<file path="src/rtl/tm1638_frame_ctrl.sv">
// Write-only TM1638 refresh sequencer: snapshots display data on start and shifts
// one frame (data command, address + 16 bytes, display control) onto STB/CLK/DIO.
module tm1638_frame_ctrl #(
    parameter int CLK_DIV = 25
) (
    input  logic        clk,
    input  logic        rst_n,
    input  logic        start,
    input  logic [63:0] seg_data,
    input  logic [7:0]  led_data,
    input  logic [2:0]  brightness,
    input  logic        display_on,
    output logic        busy,
    output logic        done,
    output logic        tm_stb,
    output logic        tm_clk,
    output logic        tm_dio,
    output logic [2:0]  dbg_state
);

    localparam int CNT_W = (2 * CLK_DIV > 1) ? $clog2(2 * CLK_DIV) : 1;
    localparam logic [CNT_W-1:0] HALF_LAST = CNT_W'(CLK_DIV - 1);
    localparam logic [CNT_W-1:0] GAP_LAST  = CNT_W'(2 * CLK_DIV - 1);

    typedef enum logic [2:0] {
        S_IDLE   = 3'd0,
        S_SETUP  = 3'd1,
        S_BIT_LO = 3'd2,
        S_BIT_HI = 3'd3,
        S_GAP    = 3'd4,
        S_DONE   = 3'd5
    } state_t;

    state_t           state, state_d;
    logic [CNT_W-1:0] cnt, cnt_d;
    logic [2:0]       bit_cnt, bit_d;
    logic [4:0]       byte_cnt, byte_d;
    logic [1:0]       pkt, pkt_d;
    logic             stb_d, clk_d, dio_d, busy_d, done_d, load;

    logic [63:0] seg_q;
    logic [7:0]  led_q;
    logic [2:0]  bri_q;
    logic        on_q;

    logic [7:0] cur_byte, nxt_byte;
    logic [4:0] last_idx;

    // P1 index 0 is the address command; odd data slots are segment bytes, even are LEDs.
    function automatic logic [7:0] pkt_byte(input logic [1:0] p, input logic [4:0] idx,
                                            input logic [63:0] seg, input logic [7:0] led,
                                            input logic [2:0] bri, input logic on);
        logic [3:0] k;
        k = 4'(idx - 5'd1);
        case (p)
            2'd0:    pkt_byte = 8'h40;
            2'd1: begin
                if (idx == 5'd0)  pkt_byte = 8'hC0;
                else if (k[0])    pkt_byte = {7'b0, led[k[3:1]]};
                else              pkt_byte = seg[{k[3:1], 3'b000} +: 8];
            end
            default: pkt_byte = {4'b1000, on, bri};
        endcase
    endfunction

    assign cur_byte  = pkt_byte(pkt, byte_cnt, seg_q, led_q, bri_q, on_q);
    assign nxt_byte  = pkt_byte(pkt, byte_cnt + 5'd1, seg_q, led_q, bri_q, on_q);
    assign last_idx  = (pkt == 2'd1) ? 5'd16 : 5'd0;
    assign dbg_state = state;

    always_comb begin
        state_d = state;
        cnt_d   = cnt + CNT_W'(1);
        bit_d   = bit_cnt;
        byte_d  = byte_cnt;
        pkt_d   = pkt;
        stb_d   = tm_stb;
        clk_d   = tm_clk;
        dio_d   = tm_dio;
        busy_d  = busy;
        done_d  = 1'b0;
        load    = 1'b0;
        case (state)
            S_IDLE: begin
                cnt_d = '0;
                if (start) begin
                    state_d = S_SETUP;
                    load    = 1'b1;
                    pkt_d   = 2'd0;
                    byte_d  = 5'd0;
                    bit_d   = 3'd0;
                    stb_d   = 1'b0;
                    clk_d   = 1'b1;
                    dio_d   = 1'b1;
                    busy_d  = 1'b1;
                end
            end
            S_SETUP: begin
                if (cnt == HALF_LAST) begin
                    state_d = S_BIT_LO;
                    cnt_d   = '0;
                    clk_d   = 1'b0;
                    dio_d   = cur_byte[bit_cnt];
                end
            end
            S_BIT_LO: begin
                if (cnt == HALF_LAST) begin
                    state_d = S_BIT_HI;
                    cnt_d   = '0;
                    clk_d   = 1'b1;
                end
            end
            S_BIT_HI: begin
                if (cnt == HALF_LAST) begin
                    cnt_d = '0;
                    if (bit_cnt != 3'd7) begin
                        state_d = S_BIT_LO;
                        bit_d   = bit_cnt + 3'd1;
                        clk_d   = 1'b0;
                        dio_d   = cur_byte[bit_cnt + 3'd1];
                    end else begin
                        bit_d = 3'd0;
                        if (byte_cnt != last_idx) begin
                            state_d = S_BIT_LO;
                            byte_d  = byte_cnt + 5'd1;
                            clk_d   = 1'b0;
                            dio_d   = nxt_byte[0];
                        end else if (pkt == 2'd2) begin
                            state_d = S_DONE;
                            stb_d   = 1'b1;
                            dio_d   = 1'b1;
                            busy_d  = 1'b0;
                            done_d  = 1'b1;
                        end else begin
                            state_d = S_GAP;
                            stb_d   = 1'b1;
                            dio_d   = 1'b1;
                            pkt_d   = pkt + 2'd1;
                            byte_d  = 5'd0;
                        end
                    end
                end
            end
            S_GAP: begin
                if (cnt == GAP_LAST) begin
                    state_d = S_SETUP;
                    cnt_d   = '0;
                    stb_d   = 1'b0;
                end
            end
            S_DONE: begin
                state_d = S_IDLE;
                cnt_d   = '0;
            end
            default: begin
                state_d = S_IDLE;
                cnt_d   = '0;
                stb_d   = 1'b1;
                clk_d   = 1'b1;
                dio_d   = 1'b1;
                busy_d  = 1'b0;
            end
        endcase
    end

    always_ff @(posedge clk) begin
        if (!rst_n) begin
            state    <= S_IDLE;
            cnt      <= '0;
            bit_cnt  <= 3'd0;
            byte_cnt <= 5'd0;
            pkt      <= 2'd0;
            tm_stb   <= 1'b1;
            tm_clk   <= 1'b1;
            tm_dio   <= 1'b1;
            busy     <= 1'b0;
            done     <= 1'b0;
            seg_q    <= '0;
            led_q    <= '0;
            bri_q    <= '0;
            on_q     <= 1'b0;
        end else begin
            state    <= state_d;
            cnt      <= cnt_d;
            bit_cnt  <= bit_d;
            byte_cnt <= byte_d;
            pkt      <= pkt_d;
            tm_stb   <= stb_d;
            tm_clk   <= clk_d;
            tm_dio   <= dio_d;
            busy     <= busy_d;
            done     <= done_d;
            if (load) begin
                seg_q <= seg_data;
                led_q <= led_data;
                bri_q <= brightness;
                on_q  <= display_on;
            end
        end
    end

endmodule

</file>
<file path="config.mk">
export PLATFORM = sky130hd
export DESIGN_NAME = tm1638_frame_ctrl
export DESIGN_NICKNAME = d
export VERILOG_FILES = /design/src/rtl/tm1638_frame_ctrl.sv
export SDC_FILE = /design/constraint.sdc
export NUM_CORES = 1
export LEC_CHECK = 0
export ABC_AREA = 1
export CORE_UTILIZATION = 57
export CTS_CLUSTER_SIZE = 14
export DETAILED_ROUTE_END_ITERATION = 10
export PLACE_DENSITY_LB_ADDON = 0.12
export SLEW_MARGIN = 20
export SYNTH_ARGS = -nofsm -noshare
export SYNTH_HDL_FRONTEND = slang
export SYNTH_SLANG_ARGS = --single-unit
</file>
<file path="constraint.sdc">
create_clock -name clk -period 4.15 [get_ports clk]
set_input_delay 0.83 -clock clk [delete_from_list [all_inputs] [get_ports clk]]
set_output_delay 0.83 -clock clk [all_outputs]
set_load 0.03 [all_outputs]
</file>
# After elaboration in Yosys (flattened, before gate mapping)
# Cells that the tools add are included.
classes:
  n_eq_ne: 22
  n_addsub: 6
  n_reduce_logical: 19
  n_mux: 69
  shift: 2
  n_lt_le_gt_ge: 4
  bitwise_logic: 7
op_table:
  columns: ["op", "n"]
  rows:
  - ["64-bit by 7-bit indexed part select with 1-bit output", 1]
  - ["64-bit by 7-bit indexed part select with 8-bit output", 1]
  - ["3-bit 2-to-1 mux", 10]
  - ["5-bit 2-to-1 mux", 6]
  - ["1-bit 2-to-1 mux", 29]
  - ["6-bit AND reduction", 4]
  - ["2-bit inequality test (second input constant)", 9]
  - ["3-bit by 4-bit < comparator with 1-bit output (second input constant)", 4]
  - ["8-bit 2-to-1 mux", 2]
  - ["8-bit case mux with 2 select lines", 1]
  - ["3-bit case mux with 5 select lines", 1]
  - ["1-bit binary-select mux with 3-bit select", 4]
  - ["6-bit 2-to-1 mux", 2]
  - ["6-bit case mux with 2 select lines", 1]
  - ["5-bit zero test", 2]
  - ["2-bit 2-to-1 mux", 5]
  - ["5-bit case mux with 2 select lines", 1]
  - ["5-bit AND reduction", 2]
  - ["3-bit inequality test (second input constant)", 3]
  - ["3-bit OR reduction", 3]
  - ["1-bit case mux with 4 select lines", 2]
  - ["4-bit by 1-bit subtractor with 4-bit output (second input constant)", 2]
  - ["1-bit NOT", 7]
  - ["6-bit by 1-bit adder with 6-bit output (second input constant)", 1]
  - ["24 further kinds", 26]
word_totals:
  input_bits: 79
  word_cells: 143
  output_inout_bits: 8
  regBits: 100

# Depth between registers and ports, before layout
logic_depth:
  word_depth: 11
  depth_mapped: 19

# Least setup slack after synthesis
# No wires, ideal clock.
synth_path:
  path_type: "flip-flop to flip-flop"
  start: "register byte_cnt[0]"
  end: "register tm_dio"
  slack_ns: 1.944
  t_required_ns: 4.035
  setup_ns: 0.115
  t_arrival_ns: 2.091
  path_stages_with_launch: 19
  n_path_buf: 2
  cell_sequence: "dfxtp_1 -> inv_2 -> ha_1 -> buf_4 -> buf_4 -> o21ai_0 -> nand2_1 -> o21ai_1 -> nand2_1 -> nand3_1 -> nand2_1 -> nand3_1 -> nand2_1 -> inv_1 -> o21ai_1 -> nand3_1 -> nand3_1 -> nand2_1 -> nand2_1"
synth_via:
  elab_chain_len: 11
  elab_cells_between_ends: 27
  cone_classes: "3 x add/sub; 1 x eq/ne; 2 x shift; 19 x mux; 2 x reduce/logical"
synth_lines:
  columns: ["element", "line_no", "source"]
  rows:
  - ["from (decl)", "37", "logic [4:0] byte_cnt, byte_d;"]
  - ["from (signal assigned)", "186", "byte_cnt <= byte_d;"]
  - ["parallel branches: the longest is 10 deep, another holds 5-bit by 1-bit adder with 5-bit output", null, null]
  - ["1-bit case mux with 4 select lines *", "83", "case (state)"]
  - ["to (signal assigned)", "190", "tm_dio <= dio_d;"]
  - ["to (decl)", "17", "output logic tm_dio,"]
# Mark *: on every way between the ends. The select of a mux whose other input is x is not followed.
# A chain may end at the register's enable or synchronous reset.

# Final worst setup path
# Ends and elaborated chain as after synthesis.

==> results.md <==
- Cells on worst reg2reg path: 18
- Comb pwr share: 37.4%
- Area of the multi-input gates: 2730 sq um
- Post-synthesis cell area: 5330 sq um
- Pwr dens: 481 nW/um^2
- P&R area growth vs syn: 19.3%
- # placed instances: 987
- Total track usage: 29.2%
- Num CTS Buffers: 9
- Internal: 1.85 mW
- Setup violators final: 0
- Fin Setup TNS: 0 ns
- Worst Hold Class: register to register
- Worst Tran Pin Value: 0.797 ns
- RSZ-0062 raised after global routing: no
- Net Sw Power: 1.21 mW
- Core area: 8890 sq um
- Final Hold Viols: 0
- Net Sw Frac: 39.5%
- Layout cells sized above 1: 5.03%
- Crit path launch type: register
- Crit path max fanout: 56
- Largest net degree at the start of global routing: 75
- Dominant cells by area after synthesis: dfxtp_1, nand2_1, a21oi_1
- NumNets Final: 980
- Yosys warnings: 0
- Drt initial violations: 365
- Die Wd: 98.7 um
- Most common cell after layout, fill and taps aside: nand2_1
- Worst endpoint required time: 4.43 ns
- LEAKAGE: 2.72 nW
- Class of the most critical setup path: register to register
- Mapped Avg Cell Area: 6.44 sq um
- Root Buffer: clkbuf_8
- Sequential area share after synthesis: 37.5%
- Max Freq: 346 MHz
- Seq. cell area: 2000 sq um
- Clock Sinks: 100
- Port bufs: 86
- Area fraction of the dominant cell type after synthesis: 37.5%
- H-Tree Depth: 3
- Post-CTS sizing: 0
- Antenna violations before repair: 0
- Unique masters post-synth: 27
- Fin crit period: 2.89 ns
- MaxCap Viol Count: 0
- CTS tree: built
- FP Rows: 34
- Ant. Diodes: 0
- Crit end category: register
- Clock power frac: 20.2%
- Slew Limit Headroom: 46.0%
- CP Data Arrival Time: 3.17 ns
- DRT Wirelength: 13.6 mm
- Initial Util: 60.0%
- Number of global-route vias before repair: 5,037
- Detail Route Antenna Nets: 0
- Yosys reg bits: 100
- Hold Path Cell Cnt: 2
- Avg WL per Cell: 13.6 um
- Fin cells: 1,003
- Final period utilization: 69.7%
- First-pass GRT wire length: 22.8 mm
- GP Congestion: 0.901
- Status: completed
- Post-CTS setup buffer count: 0
- Io pins: 87
- Peak supply drop: 0.337 mV
- Die footprint: 9750 sq um
- Die H: 98.7 um
- Setup Skew: 0.00897 ns
- Post-DR vias/cell: 5.43
- DRT Pass-1 Iters: 5
- Fillcell total: 803
- Hold buffers post-CTS: 0
- Skew-Pair Late Insertion Delay: 0.38 ns
- Commonest non-fill, non-tap cells in the layout: nand2_1, dfxtp_1, a21oi_1
- Syn Nets: 918
- Sequential share of power: 42.4%
- Hpwl dp: 9.73 mm
- Worst-path clk slew: 0.10 ns
- Slew Viols, Final: 0
- Gr ovfl total: 0
- Area leader, netlist: dfxtp_1
- DR DRC count: 0
- CTS max path bufs: 2
- Cells after Synth: 828
- Vias: 5,443
## layout make-up
| class | count | share of cell area (%) |
|---|---|---|
| repair buffers | 91 | 14.1 |
| multi-input cells | 581 | 42.9 |
| inverters | 107 | 6.31 |
| well taps | 108 | 2.12 |
| clock inverters | 6 | 0.885 |
| flip-flops and latches | 100 | 31.5 |
| clock buffers | 10 | 2.16 |
## cells by family (layout without fill, tap and decap cells)
group | after synthesis | after routing | share of synthesized area (%)
AO/OA/AOI/OAI | 200 | 200 | 19.4
XOR/XNOR | 5 | 5 | 0.821
flip-flops | 100 | 100 | 37.5
AND/OR/NAND/NOR | 365 | 365 | 28.3
buffers and inverters | 147 | 214 | 11.4
adder cells (fa/ha/maj) | 11 | 11 | 2.58
## worst max-delay path: stages (launching register included)
cell     delay [ns]
dfxtp_1        0.53
inv_2          0.18
ha_1           0.34
buf_4          0.46
nand2_2        0.10
nand2_2        0.23
nand2_1        0.08
o21ai_1        0.10
nand2_1        0.08
nand3_1        0.09
nand3_1        0.07
nand3_1        0.11
nand2_1        0.05
nand2_1        0.05
nand2_1        0.05
nand2_1        0.09
nand3_1        0.07
nand2_1        0.06
nand2_1        0.04
## sequential cells by signal, indices dropped and copies added, names as in the netlist
register   count
busy           1
cnt            6
done           1
tm_stb         1
bit_cnt        3
tm_dio         1
seg_q         64
on_q           1
led_q          8
tm_clk         1
pkt            2
bri_q          3
dbg_state      3
byte_cnt       5
## through the flow
stage | util, % | power [mW] | setup slack [ns] | hold slack, ns | cell area [sq um]
2_1_floorplan | - | 2.12 | 1.94 | 0.425 | 5330
3_3_place_gp | 69.4 | 2.41 | 1.27 | 0.440 | 6170
3_5_place_dp | 69.4 | 2.45 | 1.18 | 0.445 | 6170
4_1_cts | 71.6 | 3.06 | 1.27 | 0.460 | 6360
5_1_grt | 71.6 | 3.28 | 0.926 | 0.478 | 6360
6_report | 71.6 | 3.06 | 1.26 | 0.460 | 6360
## routing by layer
metal	track usage [%]	wire, um	part of all wire [%]
met1	37.1	5990	44
met2	50.4	6580	48
met3	4.68	798	5.9
met4	9.87	227	1.7
met5	0	0	0
## worst paths after layout
check / startpoint / slack (ns) / endpoint
worst max-delay path: byte_cnt[0] / 1.26 / tm_dio
worst min-delay path: seg_q[5] / 0.46 / seg_q[5]
worst max register to register: byte_cnt[0] / 1.26 / tm_dio
worst min register to register: seg_q[5] / 0.46 / seg_q[5]
## cell usage after synthesis, drive strengths merged
| cell type | instances |
|---|---|
| nand4 | 4 |
| nor3 | 6 |
| a211oi | 6 |
| ha | 11 |
| a21oi | 99 |
| nor2 | 31 |
| buf | 12 |
| o311ai | 1 |
| inv | 107 |
| xnor2 | 2 |
| xor2 | 3 |
| nand3 | 60 |
| o211ai | 3 |
| o31ai | 2 |
| o21ai | 89 |
| clkbuf | 28 |
| nand2 | 264 |
| dfxtp | 100 |
## power groups by stage
stage / logic (mW) / registers, mW / clock network, mW
after floorplan: 0.790 / 1.33 / 0
after global placement: 1.10 / 1.31 / 0
after detailed placement: 1.13 / 1.32 / 0
after CTS: 1.14 / 1.29 / 0.626
after global routing: 1.30 / 1.32 / 0.664
final: 1.14 / 1.30 / 0.618
Note: power is estimated with default switching activity, not from simulation.
